## src/rtl/imem_boot_ctrl.sv

```systemverilog
// Boot loader and port arbiter for the single-port instruction memory: packs a byte
// stream into little-endian words while the core is held, then serves core fetches.
module imem_boot_ctrl #(
    parameter int unsigned ADDR_W   = 8,
    parameter logic [31:0] NOP_WORD = 32'h00000013
) (
    input  logic              clk,
    input  logic              reset,
    input  logic              load_start,
    input  logic              byte_valid,
    input  logic [7:0]        byte_data,
    input  logic              byte_last,
    output logic              byte_ready,
    input  logic              fetch_req,
    input  logic [31:0]       fetch_addr,
    output logic              fetch_valid,
    output logic [31:0]       fetch_data,
    output logic              fetch_fault,
    output logic              fetch_stall,
    output logic              mem_we,
    output logic              mem_re,
    output logic [ADDR_W-1:0] mem_addr,
    output logic [31:0]       mem_wdata,
    input  logic [31:0]       mem_rdata,
    output logic              cpu_run,
    output logic              load_done,
    output logic              load_err,
    output logic [ADDR_W:0]   word_count
);

    typedef enum logic [1:0] {
        IDLE  = 2'd0,
        LOAD  = 2'd1,
        FLUSH = 2'd2,
        RUN   = 2'd3
    } state_t;

    localparam logic [ADDR_W:0] PTR_ONE = {{ADDR_W{1'b0}}, 1'b1};

    state_t            state_reg;
    logic [1:0]        lane_cnt_reg;
    logic [ADDR_W:0]   word_ptr_reg;
    logic [ADDR_W:0]   word_count_reg;
    logic [31:0]       asm_reg;
    logic              mem_we_reg;
    logic [ADDR_W-1:0] wr_addr_reg;
    logic [31:0]       wr_data_reg;
    logic              load_err_reg;
    logic              load_done_reg;
    logic              fetch_valid_reg;
    logic              fetch_fault_reg;

    logic [31:0]       word_next;
    logic              byte_accept;
    logic              ptr_full;
    logic              word_close;
    logic              fetch_go;
    logic              fetch_bad;

    assign byte_ready  = (state_reg == LOAD);
    assign byte_accept = byte_valid & byte_ready;
    // word_ptr never exceeds DEPTH, so its MSB alone marks a full memory
    assign ptr_full    = word_ptr_reg[ADDR_W];
    assign word_close  = byte_last | (lane_cnt_reg == 2'd3);

    // Lanes below the current one keep assembled bytes, lanes above read as zero,
    // which gives the zero padding of a short final word for free.
    genvar gi;
    generate
        for (gi = 0; gi < 4; gi++) begin : g_lane
            assign word_next[8*gi +: 8] =
                (lane_cnt_reg == 2'(gi)) ? byte_data :
                (lane_cnt_reg >  2'(gi)) ? asm_reg[8*gi +: 8] : 8'h00;
        end
    endgenerate

    assign fetch_go  = (state_reg == RUN) & fetch_req;
    assign fetch_bad = (fetch_addr[1:0] != 2'b00) | (fetch_addr[31:ADDR_W+2] != '0);

    assign mem_re    = fetch_go & ~fetch_bad;
    assign mem_we    = mem_we_reg;
    assign mem_addr  = mem_re ? fetch_addr[ADDR_W+1:2] : wr_addr_reg;
    assign mem_wdata = wr_data_reg;

    assign fetch_valid = fetch_valid_reg;
    assign fetch_fault = fetch_fault_reg;
    assign fetch_data  = !fetch_valid_reg ? 32'h0 :
                         fetch_fault_reg  ? NOP_WORD : mem_rdata;
    assign fetch_stall = (state_reg != RUN);
    assign cpu_run     = (state_reg == RUN);
    assign load_done   = load_done_reg;
    assign load_err    = load_err_reg;
    assign word_count  = word_count_reg;

    always_ff @(posedge clk) begin
        if (reset) begin
            state_reg       <= IDLE;
            lane_cnt_reg    <= 2'd0;
            word_ptr_reg    <= '0;
            word_count_reg  <= '0;
            asm_reg         <= 32'h0;
            mem_we_reg      <= 1'b0;
            wr_addr_reg     <= '0;
            wr_data_reg     <= 32'h0;
            load_err_reg    <= 1'b0;
            load_done_reg   <= 1'b0;
            fetch_valid_reg <= 1'b0;
            fetch_fault_reg <= 1'b0;
        end else begin
            mem_we_reg      <= 1'b0;
            load_done_reg   <= 1'b0;
            fetch_valid_reg <= fetch_go;
            fetch_fault_reg <= fetch_go & fetch_bad;
            if (mem_we_reg) begin
                word_count_reg <= word_count_reg + PTR_ONE;
            end

            case (state_reg)
                IDLE, RUN: begin
                    if (load_start) begin
                        state_reg      <= LOAD;
                        load_err_reg   <= 1'b0;
                        word_count_reg <= '0;
                        word_ptr_reg   <= '0;
                        lane_cnt_reg   <= 2'd0;
                        asm_reg        <= 32'h0;
                    end
                end
                LOAD: begin
                    if (byte_accept) begin
                        if (ptr_full) begin
                            load_err_reg <= 1'b1;
                            state_reg    <= IDLE;
                        end else begin
                            asm_reg      <= word_next;
                            lane_cnt_reg <= lane_cnt_reg + 2'd1;
                            // The pointer advances at acceptance so the byte after the
                            // last fitting word is already seen as overflow.
                            if (word_close) begin
                                mem_we_reg   <= 1'b1;
                                wr_addr_reg  <= word_ptr_reg[ADDR_W-1:0];
                                wr_data_reg  <= word_next;
                                word_ptr_reg <= word_ptr_reg + PTR_ONE;
                            end
                            if (byte_last) begin
                                state_reg <= FLUSH;
                            end
                        end
                    end
                end
                FLUSH: begin
                    state_reg     <= RUN;
                    load_done_reg <= 1'b1;
                end
                default: state_reg <= IDLE;
            endcase
        end
    end

endmodule

```

## config.mk

```make
export PLATFORM = sky130hd
export DESIGN_NAME = imem_boot_ctrl
export DESIGN_NICKNAME = d
export VERILOG_FILES = /design/src/rtl/imem_boot_ctrl.sv
export SDC_FILE = /design/constraint.sdc
export NUM_CORES = 1
export LEC_CHECK = 0
export ABC_AREA = 1
export CORE_MARGIN = 2
export CORE_UTILIZATION = 45
export CTS_BUF_LIST = sky130_fd_sc_hd__clkbuf_4 sky130_fd_sc_hd__clkbuf_8
export DETAILED_ROUTE_END_ITERATION = 7
export PLACE_DENSITY = 0.82
export SLEW_MARGIN = 20
export SYNTH_ARGS = -nofsm -noshare
export SYNTH_HDL_FRONTEND = slang
export SYNTH_SLANG_ARGS = --single-unit
```

## constraint.sdc

```tcl
create_clock -name clk -period 1.81 [get_ports clk]
set_input_delay 0.4525 -clock clk [delete_from_list [all_inputs] [get_ports clk]]
set_output_delay 0.4525 -clock clk [all_outputs]
set_load 0.005 [all_outputs]
```

# --- After elaboration in Yosys (flattened, before gate mapping) ---
# Cells that the tools add are included.
op_classes:
  addsub: 3
  n_mul: 0
  n_div: 0
  magnitude_cmp: 4
  eq_ne: 13
  n_shift: 0
  n_mux: 38
  n_bitwise: 10
  n_reduce_logical: 13
ops:
  columns: ["op", "count"]
  rows:
  - ["32-bit 2-to-1 mux", 5]
  - ["8-bit 2-to-1 mux", 9]
  - ["32-bit case mux with 2 select lines", 1]
  - ["9-bit 2-to-1 mux", 7]
  - ["22-bit nonzero test", 1]
  - ["9-bit by 1-bit adder with 9-bit output, second input constant", 2]
  - ["9-bit case mux with 2 select lines", 1]
  - ["2-bit 2-to-1 mux", 7]
  - ["4-bit AND reduction", 3]
  - ["2-bit equality test, second input constant", 4]
  - ["2-bit by 1-bit inequality test with 1-bit output, second input constant", 3]
  - ["2-bit inequality test, second input constant", 3]
  - ["2-bit case mux with 3 select lines", 1]
  - ["3-bit AND reduction", 2]
  - ["1-bit 2-to-1 mux", 5]
  - ["5-bit AND reduction", 1]
  - ["1-bit AND", 4]
  - ["2-bit by 1-bit equality test with 1-bit output, second input constant", 2]
  - ["2-bit by 1-bit greater-than comparator with 1-bit output, second input constant", 2]
  - ["2-bit greater-than comparator, second input constant", 2]
  - ["2-bit logical NOT", 2]
  - ["1-bit inverter", 4]
  - ["2-bit case mux with 2 select lines", 1]
  - ["2-bit nonzero test", 2]
  - ["6 further kinds", 7]
totals:
  reg_bits: 99
  latchBits: 0
  mem_bits_rw: 0
  romBits: 0
  inputBits: 78
  out_inout_bits: 90
  elab_cells: 94
  mem_count: 0

# --- Depth between registers and ports, before layout ---
# Gate-level depths: netlist of run 1.
logic_depth:
  depth_word: 6
  depth_mapped: 10
  depth_no_buf: 10

# --- Worst setup path after synthesis of run 1 ---
# OpenSTA, ideal clock, no wires.
synth_path:
  path_type: "input to output"
  start: "input port fetch_addr[29]"
  end: "output port mem_addr[0]"
  arrival_ps: 1251
  required_ps: 1357
  path_slack_ps: 106
  cell_stages: 7
  path_buffers: 0
  path_cell_list: "nor2_1 > nand2_1 > nor2_1 > nand2_1 > nor2_1 > nand3_1 > nand2_1"
synth_via:
  elab_chain_cells: 5
synth_lines:
  columns: ["element", "line", "source"]
  rows:
  - ["from (decl)", "15", "input logic [31:0] fetch_addr,"]
  - ["22-bit nonzero test", "78", "assign fetch_bad = (fetch_addr[1:0] != 2'b00) | (fetch_addr[31:ADDR_W+2] != '0);"]
  - ["1-bit OR", "78", null]
  - ["1-bit inverter", "80", "assign mem_re = fetch_go & ~fetch_bad;"]
  - ["1-bit AND", "80", null]
  - ["8-bit 2-to-1 mux", "82", "assign mem_addr = mem_re ? fetch_addr[ADDR_W+1:2] : wr_addr_reg;"]
  - ["to (decl)", "22", "output logic [ADDR_W-1:0] mem_addr,"]
# Every way passes these cells.

# --- Worst setup path after layout of run 1 ---
layout_path:
  start: "input port fetch_addr[25]"
  end: "output port mem_addr[3]"
# The elaborated chain is that of the path after synthesis.

==> impl_metrics.ini, run 1 <==
[cells_and_area]
diodes = 0
final_cells = 990
largest_register_ffs = 32
drive_above_1_share_pct = 26.4
nets = 944
final_area_um2 = 7050
n_fill_cell = 650
syn_to_final_growth_pct = 63.3
fin_util_pct = 75.9

[timing]
worstMarginPinSlew_ns = 0.414
final_max_slew_viol_count = 0
fin_crit_sh_pct = 119
clock.fmax_mhz = 465
maxSlewHeadroom_pct = 72.4
worst_slack_ns = -0.342
setup_viol = 39
rsz0062_at_grt = true
fin_skew_ns = 0.0159
hold_viol = 0
final.min_clock_period_ns = 2.15

[run_status]
violations = setup timing
status = finished, violations left

[critical_path]
end_kind = output pin
startpoint_type = primary input
required_ns = 1.36
worstPathArrival_ns = 1.70
reg2reg_depth = 10
worstSetupPathType = primary input to output pin
critPathMaxFanout = 3

[min_path]
holdPathStages = 2
hold_class = flop to flop

[synthesis]
synth_area_um2 = 4320
synthMuxAreaShare_pct = 0
synthSimpleGateAreaFrac_pct = 30.5
synth_compound_area_share_pct = 14.2
synth_cells = 648
ys_types = 31
synth_top_family_by_area = simple AND/OR/NAND/NOR gates
synth_warnings = 0
synth-adder-area-share_pct = 2.90
synthXorXnorAreaFrac_pct = 0.203
syn_nets = 736
yosys_register_bits = 91
synth-seq-area-share_pct = 42.2
avgSynthCellArea_um2 = 6.66

[grt]
grt_pass1_vias = 4633
grt_pass1_wl_mm = 21.0
grt_max_degree = 29
grtUsageTotal_pct = 25.5
gr-total-overflow = 0
antenna_found_initial = 0

[placed_design]
place_hpwl_mm = 9.92
port_buffers = 167
post_dp_cell_area_um2 = 6290
dp_worst_setup_slack_ns = -0.858
gp_congestion = 0.860
dp.cells = 946

[clock_tree]
ctsHoldBuffers = 0
htreeDepth = 3
cts_tree = yes
cts.sinks = 91
cts_buffer_depth = 2
cts_root_buf = clkbuf_8
cts_inserted_buffers = 9
worstSkewPairLatency_ns = 0.37
clk_pin_slew_ns = 0.08

[pwr]
p_leak_nw = 3.05
power_density_nw_per_um2 = 690
total_power_mw = 4.86
ir_worst_vdd_mv = 0.582

[floorplan]
rows = 35
die_w_um = 102
die_h_um = 102
ios = 168
initial_core_util_pct = 46.5
core_um2 = 9280
die_area_um2 = 10400

[routing]
wire_per_inst_um = 15.5
detail-route-antenna-nets = 0
routed_via_density = 5.15
first_pass_iters = 5
first_iter_violations = 186
drt_wl_total_mm = 15.4
via_count = 5101
drc_errors = 0

[flow_run]
cap_violations = 0
==> cell usage after synthesis (all sizes together) <==
cell	n	area, um2
xnor2	1	8.76
nand3b	1	7.51
a31oi	1	6.26
a211oi	1	7.51
a21oi	52	264
o21ai	66	334
buf	16	101
nand3	42	215
dfxtp	91	1820
ha	10	125
nand4	1	6.26
nand2	128	493
nor3	3	15.0
or2	1	6.26
clkinv	1	3.75
inv	74	278
nor2	146	573
clkbuf	13	50.0
==> where the power goes <==
part	internal, mW	switching, mW
logic	0.584	0.716
clock network	0.656	0.726
registers	2.11	0.0706
==> timing repair <==
item | in CTS | in global routing
gates resized for setup | 294 | 100
cloned | 3 | 1
setup endpoints to repair | 45 | 70
setup buffers | 19 | 8
pin swaps | 34 | 32
==> cells in the final DEF, fill, tap and decap left out, types with 38 or more instances in the layout <==
master	instances
a21oi_1	51
buf_2	38
buf_4	39
clkdlybuf4s50_1	97
dfxtp_1	85
inv_1	68
nand2_1	110
nor2_1	103
nor2_4	38
o21ai_0	50
==> per-layer routing <==
layer	GRT usage, %	up-vias	wire length [um]
met4	12.8	0	763
met1	27.3	2363	5640
met5	0	-	0
met3	5.75	69	1100
met2	47.1	209	7880
li1	-	2460	-
==> worst paths after layout <==
| kind | from | end | slack [ns] |
|---|---|---|---|
| worst min-delay path | asm_reg[15] | asm_reg[15] | 0.46 |
| worst max register to register | state_reg[1] | word_ptr_reg[0] | 0.08 |
| worst max-delay path | fetch_addr[25] | mem_addr[3] | -0.34 |
| worst min register to register | asm_reg[15] | asm_reg[15] | 0.46 |
==> layout make-up <==
cell class / instances / area (um2) / share of cell area (%)
multi-input combinational: 454 / 2470 / 35.0
timing repair buffer: 225 / 2110 / 29.9
sequential: 91 / 1830 / 26.0
inverter: 75 / 289 / 4.10
tap: 129 / 161 / 2.29
clock buffer: 10 / 131 / 1.86
clock inverter: 6 / 65.1 / 0.923
==> kinds of logic after synthesis <==
group / Yosys count
simple gates: 322
flops: 91
fa+ha+maj: 10
xor+xnor: 1
buf+inv: 104
compound gates: 120
==> worst max-delay path: stages <==
cell     delay [ns]
buf_6          0.09
nor2_2         0.13
nand2_1        0.12
nor2_4         0.13
nand2_2        0.09
nor2_4         0.11
buf_6          0.12
buf_6          0.09
buf_6          0.09
nand3_2        0.06
nand2_1        0.08
buf_2          0.11
==> stage by stage <==
stage | hold slack [ns] | setup TNS [ns]
CTS | 0.467 | -3.37
detailed placement | 0.454 | -17.49
finish | 0.463 | -4.30
floorplan | 0.439 | 0
global route | 0.484 | -6.54
global placement | 0.448 | -14.96
(Power assumes the default switching activity.)
==> run 2: changes to the inputs <==
Settings changed: CORE_UTILIZATION 45 to 44, CTS_BUF_LIST sky130_fd_sc_hd__clkbuf_4 sky130_fd_sc_hd__clkbuf_8 to default, PLACE_DENSITY 0.82 to 0.81, SKIP_LAST_GASP from default to 1.
==> run 2 against run 1 <==
Compared with the run above:
- the run still ends with setup timing left
- worst hold slack gained 0.0021 ns
- global-route usage up 0.36 points
- utilization decreased by 2.4 points
- clock skew down 0.0022 ns
- final cell count rose by 2.1%
- sequential cell count stayed put
- critical path depth is 1 lower
- count of clock-buffer cells in the layout up 3
- sequential share of layout area is 0.11 points lower
- first-iteration DRC count decreased by 6.5%
==> impl_metrics.ini, run 2 (synthesized netlist as in run 1, its figures left out) <==
[timing]
rsz0062_at_grt = true
fin_skew_ns = 0.0137
worstMarginPinSlew_ns = 0.426
clock.fmax_mhz = 473
worst_slack_ns = -0.305
setup_viol = 41
fin_crit_sh_pct = 117
hold_viol = 0
final.min_clock_period_ns = 2.11
final_max_slew_viol_count = 0
maxSlewHeadroom_pct = 71.6
whs_ns = 0.465
fin_setup_tns_ns = -4.66

[critical_path]
end_kind = output pin
crit_slowest_cell = buf_6
r2r_start = state_reg[0]
crit_chain = buf_2 > nor2_1 > nand2_1 > nor2_2 > buf_4 > nand4_1 > buf_6 > buf_6 > nand2_4 > nand2_2 > buf_2
r2r-end = word_ptr_reg[7]
r2r_setup_slack_ns = 0.09
startpoint_type = primary input
critPathMaxFanout = 5
reg2reg_depth = 11
max_stage_delay_ns = 0.16
worstSetupPathType = primary input to output pin
required_ns = 1.36
worstPathArrival_ns = 1.66

[routing]
first_iter_violations = 174
wire_per_inst_um = 15.7
via_count = 5135
first_pass_iters = 5
drt_wl_total_mm = 15.9
detail-route-antenna-nets = 0
routed_via_density = 5.08
drc_errors = 0

[cells_and_area]
nets = 961
final_area_um2 = 7080
final_common_cell = nand2_1
drive_above_1_share_pct = 27.4
layout_common_cells = nand2_1 (110), nor2_1 (104), clkdlybuf4s50_1 (96), dfxtp_1 (84), inv_1 (67)
diodes = 0
syn_to_final_growth_pct = 64.1
largest_register_ffs = 32

[clock_tree]
cts_inserted_buffers = 9
cts_tree = yes
cts_root_buf = clkbuf_8
htreeDepth = 3
worstSkewPairLatency_ns = 0.37
cts.sinks = 91
cts_buffer_depth = 2
clk_pin_slew_ns = 0.09
ctsHoldBuffers = 0

[min_path]
hold_path_startpoint = asm_reg[2]
hold_class = flop to flop
holdPathStages = 2
hold_path_end = asm_reg[2]

[placed_design]
port_buffers = 167
post_dp_cell_area_um2 = 6310
dp_worst_setup_slack_ns = -0.906
gp_congestion = 0.885
place_hpwl_mm = 9.80

[grt]
antenna_found_initial = 0
gr-total-overflow = 0
grt_pass1_wl_mm = 21.3
grt_pass1_vias = 4562
grt_max_degree = 40
grtUsageTotal_pct = 25.9

[floorplan]
core_um2 = 9640
die_h_um = 103
die_area_um2 = 10600
initial_core_util_pct = 44.8
rows = 36
ios = 168
die_w_um = 103

[pwr]
p_leak_nw = 3.10
ir_worst_vdd_mv = 0.526
power_density_nw_per_um2 = 666

[run_status]
violations = setup timing
status = finished, violations left

[flow_run]
cap_violations = 0
[run 2: critical path, delay by kind of cell]
kind                   cells  cell delay [ns]
buffers and inverters      5             0.64
and+or+nand+nor            6             0.58
[run 2: worst max-delay path by stage]
stage	cells past startpoint	slack [ns]	end	from
6_report	11	-0.30	mem_addr[2]	fetch_addr[29]
5_1_grt	12	-0.45	mem_addr[1]	fetch_addr[1]
4_1_cts	9	-0.23	mem_addr[2]	state_reg[1]
3_5_place_dp	10	-0.91	mem_addr[6]	fetch_addr[13]
3_3_place_gp	10	-0.83	mem_addr[0]	fetch_addr[11]
2_1_floorplan	7	0.11	mem_addr[0]	fetch_addr[29]
[run 2: through the flow]
| stage | util [%] | cells | total power, mW |
|---|---|---|---|
| finish | 73.5 | 1011 | 4.72 |
| global route | 73.5 | 1011 | 4.96 |
| CTS | 69.5 | 1001 | 4.64 |
| detailed placement | 65.4 | 953 | 3.39 |
| global placement | 65.4 | 953 | 3.36 |
| floorplan | - | 648 | 2.84 |
[run 2: layer usage]
| metal | wire length [um] | track usage (%) | vias to the layer above |
|---|---|---|---|
| li1 | - | - | 2486 |
| met3 | 1370 | 8.88 | 60 |
| met5 | 0 | 0 | - |
| met2 | 8110 | 45.1 | 223 |
| met4 | 672 | 13.6 | 0 |
| met1 | 5710 | 27.7 | 2366 |
[run 2: area by class of cell]
cell class | instances | area (um2)
Fill cell | 664 | 2560
Multi-Input combinational cell | 454 | 2450
Timing Repair Buffer | 242 | 2170
Sequential cell | 91 | 1830
Inverter | 75 | 287
Tap cell | 133 | 166
Clock buffer | 13 | 149
Clock inverter | 3 | 23.8
[run 2: what timing repair did]
action | in CTS | in global routing
cloned | 2 | 2
resized for setup | 257 | 130
buffers inserted | 35 | 12
pin swaps | 33 | 19
endpoints found under the setup margin | 48 | 73
endpoints found under the hold margin | 0 | 0
[run 2: report_power, final]
part           internal [mW]  switching, mW
clock                  0.541          0.715
sequential              2.11         0.0695
combinational          0.555          0.726
